===== config.mk =====
export PLATFORM = sky130hd
export DESIGN_NAME = mio_bus_ctrl
export DESIGN_NICKNAME = d
export VERILOG_FILES = /design/src/rtl/mio_bus_ctrl.sv
export SDC_FILE = /design/constraint.sdc
export NUM_CORES = 1
export LEC_CHECK = 0
export BUFFER_PORTS_ARGS = -buffer_cell sky130_fd_sc_hd__buf_4
export CELL_PAD_IN_SITES_DETAIL_PLACEMENT = 1
export CELL_PAD_IN_SITES_GLOBAL_PLACEMENT = 2
export CORE_ASPECT_RATIO = 1.4
export CORE_MARGIN = 8
export CORE_UTILIZATION = 30
export CTS_CLUSTER_SIZE = 12
export DETAILED_ROUTE_END_ITERATION = 7
export PLACE_DENSITY = 0.84
export SYNTH_ARGS = -nofsm -noshare
export SYNTH_HDL_FRONTEND = slang
export SYNTH_SLANG_ARGS = --single-unit

===== constraint.sdc =====
create_clock -name clk -period 9.15 [get_ports clk]
set_input_delay 1.83 -clock clk [delete_from_list [all_inputs] [get_ports clk]]
set_output_delay 1.83 -clock clk [all_outputs]
set_load 0.05 [all_outputs]

===== src/rtl/mio_bus_ctrl.sv =====
// mio_bus_ctrl: decodes CPU memory/IO requests to RAM, GPIO or counter and sequences each access with RAM wait states
module mio_bus_ctrl #(
    parameter int RAM_WAIT = 2,
    parameter int RAM_AW   = 10
) (
    input  logic              clk,
    input  logic              reset,
    input  logic              cpu_mio,
    input  logic              mem_read,
    input  logic              mem_write,
    input  logic [31:0]       addr,
    input  logic [31:0]       wdata,
    output logic [31:0]       rdata,
    output logic              mio_ready,
    output logic              bus_err,
    output logic [RAM_AW-1:0] ram_addr,
    output logic [31:0]       ram_wdata,
    output logic              ram_we,
    input  logic [31:0]       ram_rdata,
    input  logic [15:0]       gpio_in,
    output logic [31:0]       gpio_out,
    output logic              cnt_we,
    input  logic [31:0]       cnt_val
);
    typedef enum logic [1:0] {IDLE, ACCESS, WAIT, DONE} state_t;
    typedef enum logic [1:0] {R_RAM, R_GPIO, R_CNT, R_NONE} region_t;

    localparam logic [3:0] WAIT_INIT = 4'((RAM_WAIT > 0) ? RAM_WAIT - 1 : 0);

    state_t            state_q;
    region_t           region_q, region_d;
    logic              wr_q;
    logic [3:0]        wcnt_q;
    logic [31:0]       rdata_q, gpio_out_q, ram_wdata_q, rd_data_d;
    logic [RAM_AW-1:0] ram_addr_q;
    logic              mio_ready_q, bus_err_q, ram_we_q, cnt_we_q, legal_d;
    logic              unused_addr;

    assign unused_addr = ^{addr[27:RAM_AW+2], addr[1:0]};

    // An illegal request is steered to the unmapped region so it runs the normal error path
    always_comb begin
        legal_d   = mem_read ^ mem_write;
        region_d  = !legal_d              ? R_NONE :
                    addr[31:28] == 4'h0   ? R_RAM  :
                    addr[31:28] == 4'hE   ? R_GPIO :
                    addr[31:28] == 4'hF   ? R_CNT  : R_NONE;
        rd_data_d = wr_q                  ? 32'h0            :
                    region_q == R_RAM     ? ram_rdata        :
                    region_q == R_GPIO    ? {16'h0, gpio_in} :
                    region_q == R_CNT     ? cnt_val          : 32'h0;
    end

    // Transaction sequencer; every output is a register set on the edge entering its state
    always_ff @(posedge clk or posedge reset) begin
        if (reset) begin
            state_q     <= IDLE;
            region_q    <= R_NONE;
            wr_q        <= 1'b0;
            wcnt_q      <= 4'h0;
            rdata_q     <= 32'h0;
            gpio_out_q  <= 32'h0;
            ram_wdata_q <= 32'h0;
            ram_addr_q  <= '0;
            mio_ready_q <= 1'b0;
            bus_err_q   <= 1'b0;
            ram_we_q    <= 1'b0;
            cnt_we_q    <= 1'b0;
        end else begin
            case (state_q)
                IDLE: if (cpu_mio) begin
                    state_q     <= ACCESS;
                    region_q    <= region_d;
                    wr_q        <= mem_write;
                    ram_addr_q  <= addr[RAM_AW+1:2];
                    ram_wdata_q <= wdata;
                    ram_we_q    <= mem_write && region_d == R_RAM;
                    cnt_we_q    <= mem_write && region_d == R_CNT;
                    if (!legal_d) bus_err_q <= 1'b1;
                end
                ACCESS: begin
                    ram_we_q <= 1'b0;
                    cnt_we_q <= 1'b0;
                    if (wr_q && region_q == R_GPIO) gpio_out_q <= ram_wdata_q;
                    if (region_q == R_NONE) bus_err_q <= 1'b1;
                    if (region_q == R_RAM && RAM_WAIT > 0) begin
                        state_q <= WAIT;
                        wcnt_q  <= WAIT_INIT;
                    end else begin
                        state_q     <= DONE;
                        mio_ready_q <= 1'b1;
                        rdata_q     <= rd_data_d;
                    end
                end
                WAIT: if (wcnt_q == 4'h0) begin
                    state_q     <= DONE;
                    mio_ready_q <= 1'b1;
                    rdata_q     <= rd_data_d;
                end else begin
                    wcnt_q <= wcnt_q - 4'h1;
                end
                DONE: begin
                    state_q     <= IDLE;
                    mio_ready_q <= 1'b0;
                end
            endcase
        end
    end

    assign rdata     = rdata_q;
    assign mio_ready = mio_ready_q;
    assign bus_err   = bus_err_q;
    assign ram_addr  = ram_addr_q;
    assign ram_wdata = ram_wdata_q;
    assign ram_we    = ram_we_q;
    assign gpio_out  = gpio_out_q;
    assign cnt_we    = cnt_we_q;
endmodule


==> results of run 1 <==
-- metrics by stage --
step	instance area (sq um)	hold slack, ns	utilization [%]
3_5_place_dp	7400	0.494	41.6
3_3_place_gp	7400	0.490	41.6
5_1_grt	8030	0.517	45.2
4_1_cts	8030	0.508	45.2
2_1_floorplan	5390	0.519	-
6_report	8030	0.504	45.2
-- registers in the layout (all words and copies together) (netlist names) --
| name | count |
|---|---|
| region_q | 2 |
| state_q | 2 |
| bus_err | 1 |
| ram_we | 1 |
| ram_addr | 10 |
| ram_wdata | 32 |
| wcnt_q | 4 |
| mio_ready | 1 |
| gpio_out | 32 |
| rdata | 32 |
| cnt_we | 1 |
| wr_q | 1 |
-- final cells by class --
cell class | instances | area [sq um] | share of cell area (%)
Timing Repair Buffer | 243 | 1820 | 22.7
Inverter | 7 | 28.8 | 0.358
Sequential cell | 119 | 2980 | 37.1
Multi-Input combinational cell | 255 | 2270 | 28.3
Tap cell | 240 | 300 | 3.74
Clock buffer | 17 | 425 | 5.30
Clock inverter | 14 | 199 | 2.48
-- final timing paths --
kind | startpoint | end | depth (start not counted)
hold reg to reg | gpio_out[3] | gpio_out[3] | 1
setup reg to reg | state_q[0] | rdata[26] | 5
setup / recovery | cpu_mio | ram_wdata[12] | 3
max in group asynchronous | reset | ram_wdata[21] | 3
min in group asynchronous | reset | gpio_out[7] | 2
hold / removal | gpio_out[3] | gpio_out[3] | 1
-- cell usage in the layout, fill, tap and decap left out, types with 2 or more instances in the layout --
| cell type | instances |
|---|---|
| a211o_1 | 2 |
| a211oi_1 | 3 |
| a21boi_0 | 2 |
| a21oi_1 | 2 |
| a22o_1 | 16 |
| a31oi_1 | 2 |
| buf_4 | 243 |
| bufinv_16 | 4 |
| clkbuf_16 | 17 |
| clkinv_2 | 2 |
| clkinv_4 | 4 |
| dfrtp_1 | 117 |
| dfstp_2 | 2 |
| ha_1 | 7 |
| inv_1 | 6 |
| inv_6 | 3 |
| mux2_2 | 92 |
| mux2i_1 | 33 |
| nand2_1 | 4 |
| nand2b_1 | 2 |
| nand3_1 | 3 |
| nand3b_1 | 16 |
| nand4_1 | 2 |
| nand4b_1 | 2 |
| nor2_1 | 19 |
| nor2b_1 | 2 |
| nor3_1 | 2 |
| o21ai_0 | 27 |
-- where the power goes --
part / total, mW / internal [mW] / switching (mW)
logic: 1.85 / 0.663 / 1.19
registers: 0.920 / 0.756 / 0.165
clock network: 0.701 / 0.457 / 0.244
total: 3.48 / 1.88 / 1.60
-- routing by layer --
metal  vias up  share of wire [%]  GRT usage [%]
met1      2112                 34           15.6
met2       167                 52           26.2
li1       1938                  -              -
met3        14                 13           7.32
met4         0                1.2           4.91
met5         -                  0              0
-- logic make-up after synthesis --
kind of cell               count (synthesis)
muxes                                    125
AOI/OAI and AO/OA                         63
DFF                                      119
xor gates and xnor gates                   1
adders and majority gates                  7
and+or+nand+nor                           59
buffers and inverters                     32
==> reports/qor.yml, run 1 <==
setup_ws_ns: 6.17
maxSlewHeadroom_pct: 26.2
dieArea_sq_mm: 0.0226
synth_cell_types: 43
rows: 58
h-tree-depth: 4
p_per_area_mw_per_mm2: 433
die_y_microns: 175
finalCritPeriodShare_pct: 32.5
start_kind: "input pin"
tns_ns: 0
fin_cells: 895
synth_adder_area_share_pct: 1.62
synth_fp_nets: 562
grt_max_degree: 66
post_drt_wl_per_cell_microns: 18.9
hold_viol_final: 0
gr-total-overflow: 0
synth-compound-area-share_pct: 8.57
muxShareOfSynthArea_pct: 25.3
cap_violations: 0
place_ws_ns: 5.70
r2r_setup_slack_ns: 6.48
wirelength_mm: 16.9
synth_top_family_by_area: "multiplexers"
io_pins: 259
drt_first_iter_violations: 122
post-cts-setup-buffers: 0
final_max_slew_viol_count: 0
required_ns: 9.43
synth.most_common_cell: "dfrtp_1"
fmax_ghz: 0.336
via_per_inst: 4.73
period_needed_ns: 2.98
synth.largest_area_cell: "dfrtp_1"
nNetsFinal: 799
cts_tree: "yes"
path_delay_family: "simple AND/OR/NAND/NOR gates"
syn_area_sq_mm: 0.00539
io_buffers: 240
drc: 0
fillers: 1913
path_class: "input pin to flop"
ys_seq_elements: 119
gr-usage-all-layers_pct: 15.1
tightestPinTransition_ns: 1.11
path_clk_slew_ns: 0.06
cp_max_fo: 44
hold_path_class: "flop to flop"
clock-root-buffer: "clkbuf_16"
post-dp-hpwl_mm: 12.9
dr.pass1.iters: 4
cts_resized: 0
crit_buf_inv: 1
placed_cells: 864
vias: 4231
endpoint_kind: "flop"
rsz0062_at_grt: "false"
ir_drop_v: 0.000234
synthXorXnorAreaFrac_pct: 0.162
drive_gt1_share_pct: 57.3
crit_slowest_cell: "and2_2"
finClkSkew_ns: 0.0155
ys.flop_type: "dfrtp_1"
grt_pass1_vias: 4824
syn_inst: 406
grt_pass1_wl_mm: 26.9
status: "finished, final reports clean"
ctsHoldBuffers: 0
ys_async_sr_fraction_pct: 100
power_mw: 3.48
design.core.area_sq_mm: 0.0178
initial_core_util_pct: 30.3
clkLatencyLatePin_ns: 0.41
crit_chain: "buf_4 > and2_2 > mux2_2"
critPathMaxStageDelay_ns: 0.86
yosys.area_share.simple_pct: 6.38
detail-route-antenna-nets: 0
syn_avg_cell_area_sq_um: 13.3
dieWidth_microns: 129
diodes: 0
synthTopCellsByArea: "dfrtp_1, mux2_2, mux2i_1, a22o_1, o21ai_0"
gp_congestion: 0.776
power_leakage_nw: 3.90
areaGrowthSynthToFinish_pct: 48.9
yosysSeqAreaShare_pct: 55.3
ys_top_cells_by_count: "dfrtp_1, mux2_2, mux2i_1"
clockBufferDepth: 2
antenna_found_initial: 0
synth_top_area_share_pct: 54.3
synth_warnings: 0
setup_viol: 0
clock-sinks: 119
synth-edff-count: 0
worstPathArrival_ns: 3.26
numCtsBuffers: 17
No activity file was read; power rests on OpenSTA's default activity.
==> run 2: changes to the inputs <==
Settings changed: CORE_UTILIZATION 30 to 29, PLACE_DENSITY 0.84 to 0.82.
Clock period 9.15 ns to 3 ns, I/O delays scaled along.
==> run 2 against run 1 <==
  * Critical path depth grew 2
  * Design area increased by 0.45%
  * Final cell count up 1.1%
  * Total power rose to 3.0 times the previous value
  * Clock-buffer cell count rose by 1
  * Clock power increased to 2.9 times the previous value
  * Sequential share of layout area decreased by 0.17 points
  * Register-to-register slack lost 5.8 ns
  * Highest routed layer unchanged
  * Hold slack lost 0.15 ns
==> reports/qor.yml, run 2 (synthesized netlist as in run 1, its figures left out) <==
rows: 59  # +1.7%
io_pins: 259  # unchanged
drive_gt1_share_pct: 57.5  # +0.24 points
r2r_cells: 5  # unchanged
areaGrowthSynthToFinish_pct: 49.6
required_ns: 3.34  # -6.09 ns
place_ws_ns: 0.654  # -5.05 ns
final_max_slew_viol_count: 0  # unchanged
endpoint_kind: "flop"
r2r_start: "state_q[0]"
grt_pass1_wl_mm: 27.0  # +0.39%
layout_commonest_cell: "buf_4"
path_clk_slew_ns: 0.06  # about the same
ir_drop_v: 0.000702  # +200%
io_buffers: 240  # unchanged
die_y_microns: 177  # +1.6%
multiInputGateArea_sq_mm: 0.00227  # unchanged
status: "finished, final reports clean"
dieArea_sq_mm: 0.0233  # +3.1%
wirelength_mm: 17.0  # +0.45%
power_mw: 10.5  # +200%
post_drt_wl_per_cell_microns: 18.8  # -0.66%
cts_tree: "yes"
dr.pass1.iters: 4  # unchanged
setup_viol: 0  # unchanged
path_class: "flop to flop"
intPower_mw: 5.61  # +200%
fin_cells: 905  # +1.1%
cp_max_fo: 16  # -64%
p_per_area_mw_per_mm2: 1310  # +200%
clock-sinks: 119  # unchanged
finalCritPeriodShare_pct: 78.0
finClkSkew_ns: 0.0108  # -0.00468 ns
numCtsBuffers: 17  # unchanged
start_kind: "flop"
hold_path_class: "input pin to asynchronous set/reset pin"
clock-root-buffer: "clkbuf_16"
dieWidth_microns: 131  # +1.5%
r2r-end: "rdata[0]"
tightestPinTransition_ns: 0.844  # -0.262 ns
p_switching_mw: 4.93  # +210%
clockBufferDepth: 2  # unchanged
cap_violations: 0  # unchanged
diodes: 0  # unchanged
hold_viol_final: 0  # unchanged
clkLatencyLatePin_ns: 0.41  # about the same
post-cts-setup-buffers: 0  # unchanged
period_needed_ns: 2.34
r2r_setup_slack_ns: 0.66  # -5.82 ns
rsz0062_at_grt: "false"
maxSlewHeadroom_pct: 43.6  # +17 points
cts_resized: 0  # unchanged
gp_congestion: 0.784  # +1.0%
fillers: 1951  # +2.0%
fmax_ghz: 0.427
worstPathArrival_ns: 2.68  # -0.58 ns
detail-route-antenna-nets: 0  # unchanged
gr-total-overflow: 0  # unchanged
tns_ns: 0  # unchanged
pwr-share-comb_pct: 54.6  # +1.3 points
placed_cells: 873  # +1.0%
h-tree-depth: 4  # unchanged
power_leakage_nw: 3.91  # +0.32%
setup_ws_ns: 0.660  # -5.51 ns
clkPwrFrac_pct: 19.3  # -0.9 points
drt_first_iter_violations: 105  # -14%
vias: 4273  # +0.99%
initial_core_util_pct: 29.3  # -0.99 points
post-dp-hpwl_mm: 12.9  # about the same
nNetsFinal: 804  # +0.63%
layout_common_cells: "buf_4, dfrtp_1, mux2_2, mux2i_1, o21ai_0"
gr-usage-all-layers_pct: 14.6  # -0.52 points
grt_pass1_vias: 4816  # -0.17%
netSwitchingFraction_pct: 46.8  # +0.74 points
seqCellArea_sq_mm: 0.00298  # unchanged
drc: 0  # unchanged
ctsHoldBuffers: 0  # unchanged
via_per_inst: 4.72  # -0.12%
design.core.area_sq_mm: 0.0184  # +3.4%
whs_ns: 0.352  # -0.152 ns
grt_max_degree: 58  # -12%
antenna_found_initial: 0  # unchanged
seqPwrFrac_pct: 26.1  # -0.4 points
## run 2: critical path, cell delays in order (launching register included)
cell and delay (ns):
dfrtp_1 0.40, inv_1 0.11, ha_1 0.39, nor2_1 0.56, a211o_1 0.55, a22o_1 0.25
## run 2: worst max path at each step
stage	cells past startpoint	to	start	slack, ns
final	5	rdata[0]	state_q[0]	0.66
after global placement	5	rdata[1]	state_q[0]	0.78
after floorplan	7	rdata[16]	wcnt_q[0]	0.82
after CTS	5	rdata[0]	state_q[0]	0.64
after detailed placement	5	rdata[0]	state_q[0]	0.65
after global routing	5	rdata[0]	state_q[0]	0.50
## run 2: through the flow
stage	util [%]	cell area (sq um)
6_report	43.9	8060
5_1_grt	43.9	8060
4_1_cts	43.9	8060
3_5_place_dp	40.7	7470
3_3_place_gp	40.7	7470
2_1_floorplan	-	5390
## run 2: power groups by stage
stage / combinational, mW / sequential [mW] / clock [mW]
finish: 5.75 / 2.76 / 2.03
floorplan: 1.96 / 4.84 / 0
detailed placement: 5.83 / 2.78 / 0
global placement: 5.73 / 2.72 / 0
CTS: 5.86 / 2.77 / 2.10
global route: 6.09 / 2.86 / 2.17
## run 2: cell type report
type / instances / area share (%)
Inverter: 7 / 0.372
Clock inverter: 14 / 2.02
Multi-Input combinational cell: 255 / 28.1
Sequential cell: 119 / 37.0
Clock buffer: 18 / 5.32
Tap cell: 244 / 3.79
Timing Repair Buffer: 248 / 23.4
## run 2: routing by layer
metal  vias up  part of all wire (%)  global-route usage [%]
met5         -                     0                       0
met4         0                   1.2                    4.27
met3        16                   9.6                    7.39
met2       169                    51                    25.1
met1      2120                    38                    15.5
li1       1968                     -                       -
==> run 3: changes to the inputs <==
Settings changed: CORE_UTILIZATION 29 to 26, PLACE_DENSITY 0.82 to 0.78.
Clock period 3 ns to 2 ns, I/O delays scaled along.
==> run 3 against run 2 <==
  * Non-clock buffer count increased by 24
  * The run now ends with setup timing left
  * Wire length increased by 7.7%
  * Total power increased by 56%
  * Clock-buffer cell count increased by 1
  * Critical path depth increased by 2
  * Clock skew decreased by 0.0023 ns
==> reports/qor.yml, run 3 (synthesized netlist as in run 1, its figures left out) <==
r2r_cells: 7  # +2
violations: "setup timing"
grt_pass1_vias: 5121  # +6.3%
die_y_microns: 186  # +5.1%
numCtsBuffers: 17  # unchanged
clock-sinks: 119  # unchanged
hold_path_class: "input pin to asynchronous set/reset pin"
p_per_area_mw_per_mm2: 1970  # +51%
clock-root-buffer: "clkbuf_16"
detail-route-antenna-nets: 0  # unchanged
ir_drop_v: 0.000903  # +29%
r2r-end: "rdata[12]"
fmax_ghz: 0.493  # +15%
nNetsFinal: 828  # +3.0%
final_max_slew_viol_count: 0  # unchanged
power_mw: 16.5  # +56%
r2r_setup_slack_ns: -0.03  # -0.69 ns
initial_core_util_pct: 26.4  # -2.9 points
period_needed_ns: 2.03  # -0.311 ns
post-dp-hpwl_mm: 13.9  # +8.0%
power_leakage_nw: 4.06  # +3.6%
vias: 4387  # +2.7%
dr.pass1.iters: 3  # -1
io_pins: 259  # unchanged
clkLatencyLatePin_ns: 0.41  # about the same
gp_congestion: 0.791  # +0.82%
drc: 0  # unchanged
grt_max_degree: 93  # +60%
maxSlewHeadroom_pct: 62.3  # +19 points
wirelength_mm: 18.3  # +7.7%
grt_pass1_wl_mm: 28.5  # +5.5%
design.core.area_sq_mm: 0.0204  # +11%
status: "finished, violations left"
layout_commonest_cell: "buf_4"
r2r_start: "wcnt_q[1]"
cts_tree: "yes"
start_kind: "flop"
rows: 62  # +5.1%
crit_slowest_cell: "or3b_4"
rsz0062_at_grt: "true"
drive_gt1_share_pct: 60.0  # +2.5 points
crit_chain: "inv_2 > ha_4 > or3b_4 > buf_8 > a211o_4 > clkbuf_16 > a22o_1"
diodes: 0  # unchanged
path_clk_slew_ns: 0.06  # about the same
endpoint_kind: "flop"
hold_viol_final: 0  # unchanged
finClkSkew_ns: 0.00853  # -0.00230 ns
worstPathArrival_ns: 2.31  # -0.37 ns
tightestPinTransition_ns: 0.559  # -0.285 ns
areaGrowthSynthToFinish_pct: 54.9
clockBufferDepth: 2  # unchanged
gr-total-overflow: 0  # unchanged
layout_common_cells: "buf_4, dfrtp_1, mux2_2, mux2i_1, o21ai_0"
cp_max_fo: 8  # -8
fin_util_pct: 40.9  # -2.9 points
required_ns: 2.29  # -1.05 ns
finalCritPeriodShare_pct: 101  # +23 points
post_drt_wl_per_cell_microns: 19.5  # +3.6%
gr-usage-all-layers_pct: 14.1  # -0.51 points
io_buffers: 240  # unchanged
dieArea_sq_mm: 0.0257  # +10%
cap_violations: 0  # unchanged
antenna_found_initial: 0  # unchanged
drt_first_iter_violations: 84  # -20%
setup_ws_ns: -0.0289  # -0.689 ns
setup_viol: 12  # +12
h-tree-depth: 4  # unchanged
via_per_inst: 4.66  # -1.3%
fillers: 2184  # +12%
dieWidth_microns: 138  # +4.9%
path_class: "flop to flop"
critPathMaxStageDelay_ns: 0.41  # -0.15 ns
-- run 3: worst max path at each step --
stage / endpoint / cells past startpoint / slack, ns / start
after floorplan: rdata[16] / 7 / -0.14 / wcnt_q[0]
after global placement: rdata[11] / 6 / -0.30 / wcnt_q[1]
after detailed placement: rdata[11] / 6 / -0.42 / wcnt_q[0]
after CTS: rdata[14] / 7 / -0.003 / wcnt_q[0]
after global routing: rdata[2] / 7 / -0.07 / wcnt_q[0]
final: rdata[12] / 7 / -0.03 / wcnt_q[1]
-- run 3: timing repair --
item,CTS,global route
cloned,0,1
hold buffers,0,0
pin swaps,3,18
resized for setup,2,7
setup endpoints to repair,32,34
setup buffers,3,4
-- run 3: critical path, delay by kind of cell, from the launching register on --
family,cells,cell delay (ns)
flip-flops,1,0.39
adder cells (fa/ha/maj),1,0.14
AND/OR/NAND/NOR,1,0.41
AO/OA/AOI/OAI,2,0.57
buffers and inverters,3,0.41
-- run 3: layout make-up --
class | instances | area, sq um | share of cell area, %
Clock buffer | 19 | 453 | 5.42
Clock inverter | 13 | 121 | 1.45
Inverter | 7 | 30.0 | 0.360
Multi-Input combinational cell | 255 | 2300 | 27.5
Sequential cell | 119 | 2980 | 35.7
Tap cell | 256 | 320 | 3.84
Timing Repair Buffer | 272 | 2150 | 25.7
-- run 3: metal layers --
metal	wire length (microns)	GRT usage [%]	up-vias	share of wire [%]
li1	-	-	2003	-
met2	9660	25.5	170	53
met5	0	0	-	0
met1	6680	14.4	2201	36
met4	142	3.57	0	0.77
met3	1840	6.02	13	10
-- run 3: power by group --
| part | internal [mW] | switching (mW) | leakage (nW) |
|---|---|---|---|
| logic | 3.62 | 5.79 | 2.30 |
| clock network | 1.79 | 1.15 | 0.281 |
| registers | 3.46 | 0.663 | 1.48 |
-- run 3: per-stage QoR --
step	cell area, sq um	instances	hold WS [ns]	setup TNS [ns]	setup WS, ns
6_report	8350	941	0.120	-0.177	-0.0289
5_1_grt	8350	941	0.140	-0.990	-0.0679
4_1_cts	8260	936	0.117	-0.00344	-0.00344
3_5_place_dp	7630	901	0.496	-11.90	-0.420
3_3_place_gp	7630	901	0.474	-8.85	-0.299
2_1_floorplan	5400	406	0.519	-1.47	-0.139
